### src/rtl/dic_clock_pkg.sv
// Shared types and constants for the digital-clock control FSM and its key decoder.
package dic_clock_pkg;

  typedef enum logic [2:0] {
    STOP,
    RUN,
    SET_MT,
    SET_MO,
    SET_ST,
    SET_SO
  } stateT;

  localparam logic [7:0] KEY_RUN  = 8'h72;  // 'r'
  localparam logic [7:0] KEY_STOP = 8'h70;  // 'p'
  localparam logic [7:0] KEY_SET  = 8'h73;  // 's'
  localparam logic [7:0] KEY_LED  = 8'h6C;  // 'l'
  localparam logic [7:0] KEY_ESC  = 8'h1B;
  localparam logic [7:0] KEY_ZERO = 8'h30;  // '0'
  localparam logic [7:0] KEY_NINE = 8'h39;  // '9'

  localparam logic [3:0] DIGIT_MAX_TENS = 4'd5;
  localparam logic [3:0] DIGIT_MAX_ONES = 4'd9;

  localparam int unsigned SET_TMO_DEF = 10;

  function automatic logic isSetState(stateT s);
    return s inside {SET_MT, SET_MO, SET_ST, SET_SO};
  endfunction

endpackage

### src/rtl/dic_clock_ctrl_if.sv
// Key-receiver inputs and didp-facing outputs of the clock controller, bundled.
interface dic_clock_ctrl_if;
  logic       i_key_vld;
  logic [7:0] i_key;
  logic       i_oneSecStrb;
  logic       dicRun;
  logic       ldMtens;
  logic       ldMones;
  logic       ldStens;
  logic       ldSones;
  logic [3:0] ld_num;
  logic       dicSelectLEDdisp;
  logic       o_setMode;
  logic [1:0] o_ledSel;

  modport master (
    output i_key_vld, i_key, i_oneSecStrb,
    input  dicRun, ldMtens, ldMones, ldStens, ldSones, ld_num,
           dicSelectLEDdisp, o_setMode, o_ledSel
  );

  modport slave (
    input  i_key_vld, i_key, i_oneSecStrb,
    output dicRun, ldMtens, ldMones, ldStens, ldSones, ld_num,
           dicSelectLEDdisp, o_setMode, o_ledSel
  );
endinterface

### src/rtl/dic_key_decode.sv
// Combinational ASCII classifier: command keys and decimal digits (case-sensitive).
module dic_key_decode
  import dic_clock_pkg::*;
(
  input  logic [7:0] key,
  output logic       isRun,
  output logic       isStop,
  output logic       isSet,
  output logic       isLed,
  output logic       isEsc,
  output logic       isDigit,
  output logic [3:0] digit
);

  logic [7:0] keyOffset;

  assign isRun     = (key == KEY_RUN);
  assign isStop    = (key == KEY_STOP);
  assign isSet     = (key == KEY_SET);
  assign isLed     = (key == KEY_LED);
  assign isEsc     = (key == KEY_ESC);
  assign isDigit   = (key >= KEY_ZERO) && (key <= KEY_NINE);
  assign keyOffset = key - KEY_ZERO;
  assign digit     = keyOffset[3:0];

endmodule

### src/rtl/dic_clock_ctrl.sv
// Digital-clock control FSM: run/stop, LED digit stepping and 4-digit set-time entry
// with inactivity timeout. Every output is registered.
module dic_clock_ctrl
  import dic_clock_pkg::*;
#(
  parameter int unsigned SET_TMO = SET_TMO_DEF
) (
  input  logic             clk,
  input  logic             rst,
  dic_clock_ctrl_if.slave  bus
);

  localparam logic [3:0] TMO_LAST = 4'(SET_TMO - 1);

  stateT      state, stateNxt;
  logic       runSave, runSaveNxt;
  logic [3:0] tmoCnt, tmoCntNxt;
  logic [1:0] ledSel, ledSelNxt;
  logic [3:0] ldNum, ldNumNxt;
  logic       dicRun, dicRunNxt;
  logic       setMode, setModeNxt;
  logic       ledStep, ledStepNxt;
  logic [3:0] ldVec, ldVecNxt;  // {Mtens, Mones, Stens, Sones}

  logic       isRun, isStop, isSet, isLed, isEsc, isDigit;
  logic [3:0] digit;
  logic       inSet, keyVld, digitOk, acceptDigit, escReq, tmoHit;
  stateT      exitState;

  dic_key_decode uDecode (
    .key     (bus.i_key),
    .isRun   (isRun),
    .isStop  (isStop),
    .isSet   (isSet),
    .isLed   (isLed),
    .isEsc   (isEsc),
    .isDigit (isDigit),
    .digit   (digit)
  );

  assign keyVld      = bus.i_key_vld;
  assign inSet       = isSetState(state);
  assign digitOk     = (state inside {SET_MT, SET_ST}) ? (digit <= DIGIT_MAX_TENS)
                                                       : (digit <= DIGIT_MAX_ONES);
  assign acceptDigit = inSet && keyVld && isDigit && digitOk;
  assign escReq      = inSet && keyVld && isEsc;
  // An accepted key in the same cycle as the final strobe pre-empts the timeout.
  assign tmoHit      = inSet && bus.i_oneSecStrb && !acceptDigit && !escReq
                       && (tmoCnt == TMO_LAST);
  assign exitState   = runSave ? RUN : STOP;

  // NOTE: reset is synchronous here, so it sits inside the clocked branch; all state uses <=.
  always_ff @(posedge clk) begin
    if (rst) begin
      state   <= STOP;
      runSave <= 1'b0;
      tmoCnt  <= '0;
      ledSel  <= '0;
      ldNum   <= '0;
      dicRun  <= 1'b0;
      setMode <= 1'b0;
      ledStep <= 1'b0;
      ldVec   <= '0;
    end else begin
      state   <= stateNxt;
      runSave <= runSaveNxt;
      tmoCnt  <= tmoCntNxt;
      ledSel  <= ledSelNxt;
      ldNum   <= ldNumNxt;
      dicRun  <= dicRunNxt;
      setMode <= setModeNxt;
      ledStep <= ledStepNxt;
      ldVec   <= ldVecNxt;
    end
  end

  // NOTE: defaulting every target up front keeps these combinational blocks latch-free.
  always_comb begin
    stateNxt = state;
    unique case (state)
      STOP:    if (keyVld && isRun) stateNxt = RUN;
               else if (keyVld && isSet) stateNxt = SET_MT;
      RUN:     if (keyVld && isStop) stateNxt = STOP;
               else if (keyVld && isSet) stateNxt = SET_MT;
      SET_MT:  if (acceptDigit) stateNxt = SET_MO;
               else if (escReq || tmoHit) stateNxt = exitState;
      SET_MO:  if (acceptDigit) stateNxt = SET_ST;
               else if (escReq || tmoHit) stateNxt = exitState;
      SET_ST:  if (acceptDigit) stateNxt = SET_SO;
               else if (escReq || tmoHit) stateNxt = exitState;
      SET_SO:  if (acceptDigit || escReq || tmoHit) stateNxt = exitState;
      default: stateNxt = STOP;
    endcase
  end

  always_comb begin
    runSaveNxt = runSave;
    tmoCntNxt  = tmoCnt;
    ledSelNxt  = ledSel;
    ldNumNxt   = ldNum;
    ledStepNxt = 1'b0;
    ldVecNxt   = '0;

    if (!inSet && stateNxt == SET_MT) begin
      runSaveNxt = (state == RUN);
      tmoCntNxt  = '0;
    end else if (acceptDigit) begin
      tmoCntNxt = '0;
      ldNumNxt  = digit;
      unique case (state)
        SET_MT:  ldVecNxt = 4'b1000;
        SET_MO:  ldVecNxt = 4'b0100;
        SET_ST:  ldVecNxt = 4'b0010;
        default: ldVecNxt = 4'b0001;
      endcase
    end else if (inSet && bus.i_oneSecStrb) begin
      tmoCntNxt = 4'(tmoCnt + 4'd1);
    end

    if (!isSetState(stateNxt)) tmoCntNxt = '0;

    if (!inSet && keyVld && isLed) begin
      ledStepNxt = 1'b1;
      ledSelNxt  = 2'(ledSel + 2'd1);
    end

    dicRunNxt  = (stateNxt == RUN);
    setModeNxt = isSetState(stateNxt);
  end

  assign bus.dicRun           = dicRun;
  assign bus.ldMtens          = ldVec[3];
  assign bus.ldMones          = ldVec[2];
  assign bus.ldStens          = ldVec[1];
  assign bus.ldSones          = ldVec[0];
  assign bus.ld_num           = ldNum;
  assign bus.dicSelectLEDdisp = ledStep;
  assign bus.o_setMode        = setMode;
  assign bus.o_ledSel         = ledSel;

endmodule

### src/flat_wrapper.sv
// flat-port wrapper written by rule: the top's interface ports become plain ports
module dic_clock_ctrl_flat import dic_clock_pkg::*;
#(
  parameter int unsigned SET_TMO = SET_TMO_DEF
)
  (clk, rst, bus_i_key_vld, bus_i_key, bus_i_oneSecStrb, bus_dicRun, bus_ldMtens, bus_ldMones, bus_ldStens, bus_ldSones, bus_ld_num, bus_dicSelectLEDdisp, bus_o_setMode, bus_o_ledSel);
  dic_clock_ctrl_if bus_i ();
  input  logic clk;
  input  logic rst;
  input wire logic [$bits(bus_i.i_key_vld)-1:0] bus_i_key_vld;
  input wire logic [$bits(bus_i.i_key)-1:0] bus_i_key;
  input wire logic [$bits(bus_i.i_oneSecStrb)-1:0] bus_i_oneSecStrb;
  output wire logic [$bits(bus_i.dicRun)-1:0] bus_dicRun;
  output wire logic [$bits(bus_i.ldMtens)-1:0] bus_ldMtens;
  output wire logic [$bits(bus_i.ldMones)-1:0] bus_ldMones;
  output wire logic [$bits(bus_i.ldStens)-1:0] bus_ldStens;
  output wire logic [$bits(bus_i.ldSones)-1:0] bus_ldSones;
  output wire logic [$bits(bus_i.ld_num)-1:0] bus_ld_num;
  output wire logic [$bits(bus_i.dicSelectLEDdisp)-1:0] bus_dicSelectLEDdisp;
  output wire logic [$bits(bus_i.o_setMode)-1:0] bus_o_setMode;
  output wire logic [$bits(bus_i.o_ledSel)-1:0] bus_o_ledSel;
  assign bus_i.i_key_vld = bus_i_key_vld;
  assign bus_i.i_key = bus_i_key;
  assign bus_i.i_oneSecStrb = bus_i_oneSecStrb;
  assign bus_dicRun = bus_i.dicRun;
  assign bus_ldMtens = bus_i.ldMtens;
  assign bus_ldMones = bus_i.ldMones;
  assign bus_ldStens = bus_i.ldStens;
  assign bus_ldSones = bus_i.ldSones;
  assign bus_ld_num = bus_i.ld_num;
  assign bus_dicSelectLEDdisp = bus_i.dicSelectLEDdisp;
  assign bus_o_setMode = bus_i.o_setMode;
  assign bus_o_ledSel = bus_i.o_ledSel;
  dic_clock_ctrl #(.SET_TMO(SET_TMO)) u_core (.clk(clk), .rst(rst), .bus(bus_i));
endmodule
### config.mk
export PLATFORM = sky130hd
export DESIGN_NAME = dic_clock_ctrl_flat
export DESIGN_NICKNAME = d
export VERILOG_FILES = /design/src/rtl/dic_clock_pkg.sv /design/src/rtl/dic_clock_ctrl_if.sv /design/src/rtl/dic_key_decode.sv /design/src/rtl/dic_clock_ctrl.sv /design/src/flat_wrapper.sv
export SDC_FILE = /design/constraint.sdc
export NUM_CORES = 1
export LEC_CHECK = 0
export BUFFER_PORTS_ARGS = -buffer_cell sky130_fd_sc_hd__buf_2
export CAP_MARGIN = 20
export CORE_MARGIN = 3
export CORE_UTILIZATION = 56
export DETAILED_ROUTE_END_ITERATION = 10
export PLACE_DENSITY = 0.84
export SYNTH_ARGS = -nofsm -noshare
export SYNTH_HDL_FRONTEND = slang
export SYNTH_SLANG_ARGS = --single-unit
export TNS_END_PERCENT = 5
### constraint.sdc
create_clock -name clk -period 3 [get_ports clk]
set_input_delay 0 -clock clk [delete_from_list [all_inputs] [get_ports clk]]
set_output_delay 0 -clock clk [all_outputs]
set_load 0.1 [all_outputs]
==> out/summary.log <==
INFO  timing         finalSetupViolations=0
INFO  floorplan      floorplan.io_pins=25
INFO  setup_path     regToRegSetupSlack=1000ps
INFO  floorplan      initial_utilization=61.7%
INFO  clock_network  cts-root-buf=sky130_fd_sc_hd__clkbuf_4
INFO  route          detailedRoute.firstPassIterationCount=4
INFO  finish         fin_nets=168
INFO  timing         finalHoldViolCount=0
INFO  route          residual_drc=0
INFO  route          met3_wire_len=221um
INFO  floorplan      dieWidth=50.5um
INFO  route          drt.antenna.violating_nets=0
INFO  status         outcome=complete, no violations
INFO  clock_network  cts_max_path_buffers=2
INFO  yosys          synth_edf_count=0
INFO  yosys          asr_flop_ratio_synth=0%
INFO  global_route   via_count_of_the_first_global_routing_pass=910
INFO  pwr            ir_drop=0.000262V
INFO  global_route   grt_overflow_total=0
INFO  pwr            fin_total_pwr=0.000447W
INFO  placed_design  io_buffers=24
INFO  timing         finalWorstPathRequiredPeriod=2000ps
INFO  placed_design  place_area=1220um2
INFO  finish         synthToLayoutAreaGrowth=13.6%
INFO  route          num_vias=1062
INFO  timing         setup_tns=0ps
INFO  timing         post-route-period-util=66.5%
INFO  floorplan      design.core.area=1800um2
INFO  clock_network  clock_sinks=21
INFO  global_route   gr-usage-all-layers=21.7%
INFO  floorplan      fp-row-count=15
INFO  finish         n_antenna_cell=0
INFO  route          m1WireLength=1.03mm
INFO  setup_path     timing.critical_path.required=3230ps
INFO  yosys          synth.avg_cell_area=8.48um2
INFO  floorplan      die_area=2550um2
INFO  timing         max_clock_skew=0.394ps
INFO  yosys          synth_fp_nets=145
INFO  timing         rsz_0062_raised_after_global_routing=no
INFO  setup_path     data_arrival_critical_path=2220ps
INFO  yosys          synth_top_flop_cell=sky130_fd_sc_hd__dfxtp_1
INFO  clock_network  cts_made_buffers=3
INFO  route          avgRoutedWirePerCell=14.2um
INFO  hold_path      hp-class=in -> reg
INFO  clock_network  clock_insertion_delay_worst_skew=300ps
INFO  route          first_iter_violations=73
INFO  route          highest-signal-layer=met4
INFO  timing         report.final.slew_viol_count=0
INFO  clock_network  clk_transition_reported_paths=110ps
INFO  yosys          seq_area_frac_synth=37.8%
INFO  flow_run       cap_violations=0
INFO  timing         maxClockFrequency=501MHz
INFO  yosys          postSynthCellCount=131
INFO  finish         fillerInstances=150
INFO  finish         drive_gt1_share=22.9%
INFO  route          via_per_inst=5.97
INFO  setup_path     end_kind=flip-flop
INFO  floorplan      die_height=50.5um
INFO  placed_design  hpwl=1.86mm
INFO  setup_path     critical_path_peak_fanout=8
INFO  yosys          syn-cell-area=1110um2
INFO  timing         worst_slew_margin_rel=61.5%
INFO  setup_path     startpoint_type=flip-flop
INFO  pwr            p_per_area=354nW/um2
INFO  route          dr_wl_met2=1.19mm
INFO  global_route   grt_max_degree=19
INFO  timing         worst_margin_pin_slew=576ps
INFO  yosys          synth_seq_cells=21
INFO  clock_network  clock_tree_from_tritoncts=done
INFO  placed_design  gp_congestion=0.854
INFO  clock_network  cts_htree_levels=1
INFO  pwr            power_leakage=0.476nW
INFO  setup_path     worst-setup-path-type=reg -> reg
INFO  finish         stdcell_area=1260um2
INFO  yosys          yosysWarningCount=0
INFO  global_route   first_pass_grt_wire_length=4.26mm
INFO  yosys          netlist-cell-type-count=43
INFO  global_route   antenna_found_initial=0
INFO  route          routed_wirelength=2.53mm
-- cells in the mapped netlist, drive strengths merged, types with 2 or more instances --
library cell  count  area (um2)
a21oi            12        63.8
a311oi            2        23.8
a31oi             2        12.5
and3              3        23.8
buf               4        31.3
clkbuf            4        15.0
dfxtp            21         420
ha                2        25.0
inv               2        7.51
nand2            18        70.1
nand3             6        35.0
nand4             2        12.5
nor2             12        45.0
nor2b             3        18.8
nor3              4        20.0
nor4              4        25.0
nor4b             2        32.5
o2111ai           2        17.5
o21ai             2        10.0
o22a              2        17.5
or3               3        23.8
xnor2             3        26.3
xor2              5        43.8
-- cell families after synthesis --
| family | count (synthesis) | synth area share (%) |
|---|---|---|
| compound gates | 26 | 15.7 |
| xor+xnor | 8 | 6.31 |
| fa+ha+maj | 2 | 2.25 |
| buf+inv | 10 | 4.84 |
| flops | 21 | 37.8 |
| simple gates | 64 | 33.1 |
-- layout by cell type (no fill, tap or decap), drive strengths merged, types with 2 or more instances in the layout --
| master | Yosys | layout |
|---|---|---|
| buf | 4 | 24 |
| xor2 | 5 | 5 |
| nand3 | 6 | 6 |
| a31oi | 2 | 2 |
| nor2b | 3 | 3 |
| dlygate4sd3 | 0 | 2 |
| dfxtp | 21 | 21 |
| nor2 | 12 | 12 |
| o2111ai | 2 | 2 |
| and3 | 3 | 3 |
| nor4 | 4 | 4 |
| nor4b | 2 | 2 |
| or3 | 3 | 3 |
| nor3 | 4 | 4 |
| nand2 | 18 | 18 |
| a311oi | 2 | 2 |
| a21oi | 12 | 12 |
| o22a | 2 | 2 |
| xnor2 | 3 | 3 |
| clkbuf | 4 | 4 |
| o21ai | 2 | 2 |
| nand4 | 2 | 2 |
| inv | 2 | 2 |
| ha | 2 | 2 |
-- state kept, by name, indices dropped and copies added, names as in the netlist --
signal and flops:
u_core.bus.dicSelectLEDdisp 1, u_core.bus.o_ledSel 2, u_core.state 3, u_core.runSave 1, u_core.bus.o_setMode 1, u_core.bus.dicRun 1, u_core.bus.ld_num 4, u_core.tmoCnt 4
u_core.ldVec 4
-- power by group --
group,internal (W),total (W),switching [W]
combinational,0.0000126,0.0000328,0.0000201
clock,0.0000519,0.000135,0.0000830
sequential,0.000279,0.000279,0.000000215
total,0.000343,0.000447,0.000103
-- cell type report --
cell class	instances	area, um2	share of cell area, %
tap	25	31.3	2.48
multi-input combinational	100	637	50.4
inverter	2	7.51	0.595
clock buffer	4	26.3	2.08
timing repair buffer	26	140	11.1
sequential	21	420	33.3
-- path summary, 6_finish.rpt --
kind / end / cells after the start / startpoint
setup / recovery: u_core.bus.dicRun$_SDFF_PP0_ / 5 / u_core.state[2]$_SDFF_PP0_
hold reg to reg: u_core.bus.ld_num[0]$_SDFFE_PP0P_ / 2 / u_core.bus.ld_num[0]$_SDFFE_PP0P_
setup reg to reg: u_core.bus.dicRun$_SDFF_PP0_ / 5 / u_core.state[2]$_SDFF_PP0_
hold / removal: u_core.bus.ld_num[0]$_SDFFE_PP0P_ / 3 / bus_i_key[0]
-- critical path, stage by stage, from the launching register on --
cell                       delay, ps
sky130_fd_sc_hd__dfxtp_1         490
sky130_fd_sc_hd__xor2_1          390
sky130_fd_sc_hd__nand3_1         250
sky130_fd_sc_hd__o21a_1          310
sky130_fd_sc_hd__o22a_1          250
sky130_fd_sc_hd__a311oi_2        220
-- stage by stage --
step	setup WS, ps	instances	utilization (%)	hold WS (ps)
after floorplan	1180	131	-	136
after global placement	1110	172	67.5	293
after detailed placement	1080	172	67.5	306
final	1000	178	70.1	12.0
after global routing	854	178	70.1	17.0
after CTS	1060	178	70.1	5.50
-- layer usage --
layer | up-vias | GRT usage [%]
met4 | 0 | 11.7
met3 | 12 | 2.97
met5 | - | 0
li1 | 517 | -
met2 | 61 | 34.8
met1 | 472 | 28.0
-- what timing repair did --
item | in CTS | in global routing
gates resized for setup | 0 | 0
setup buffers | 0 | 0
hold buffers | 2 | 0
hold endpoints to repair | 2 | 0
endpoints found under the setup margin | 0 | 0
Power figures use the tool's default switching activity.
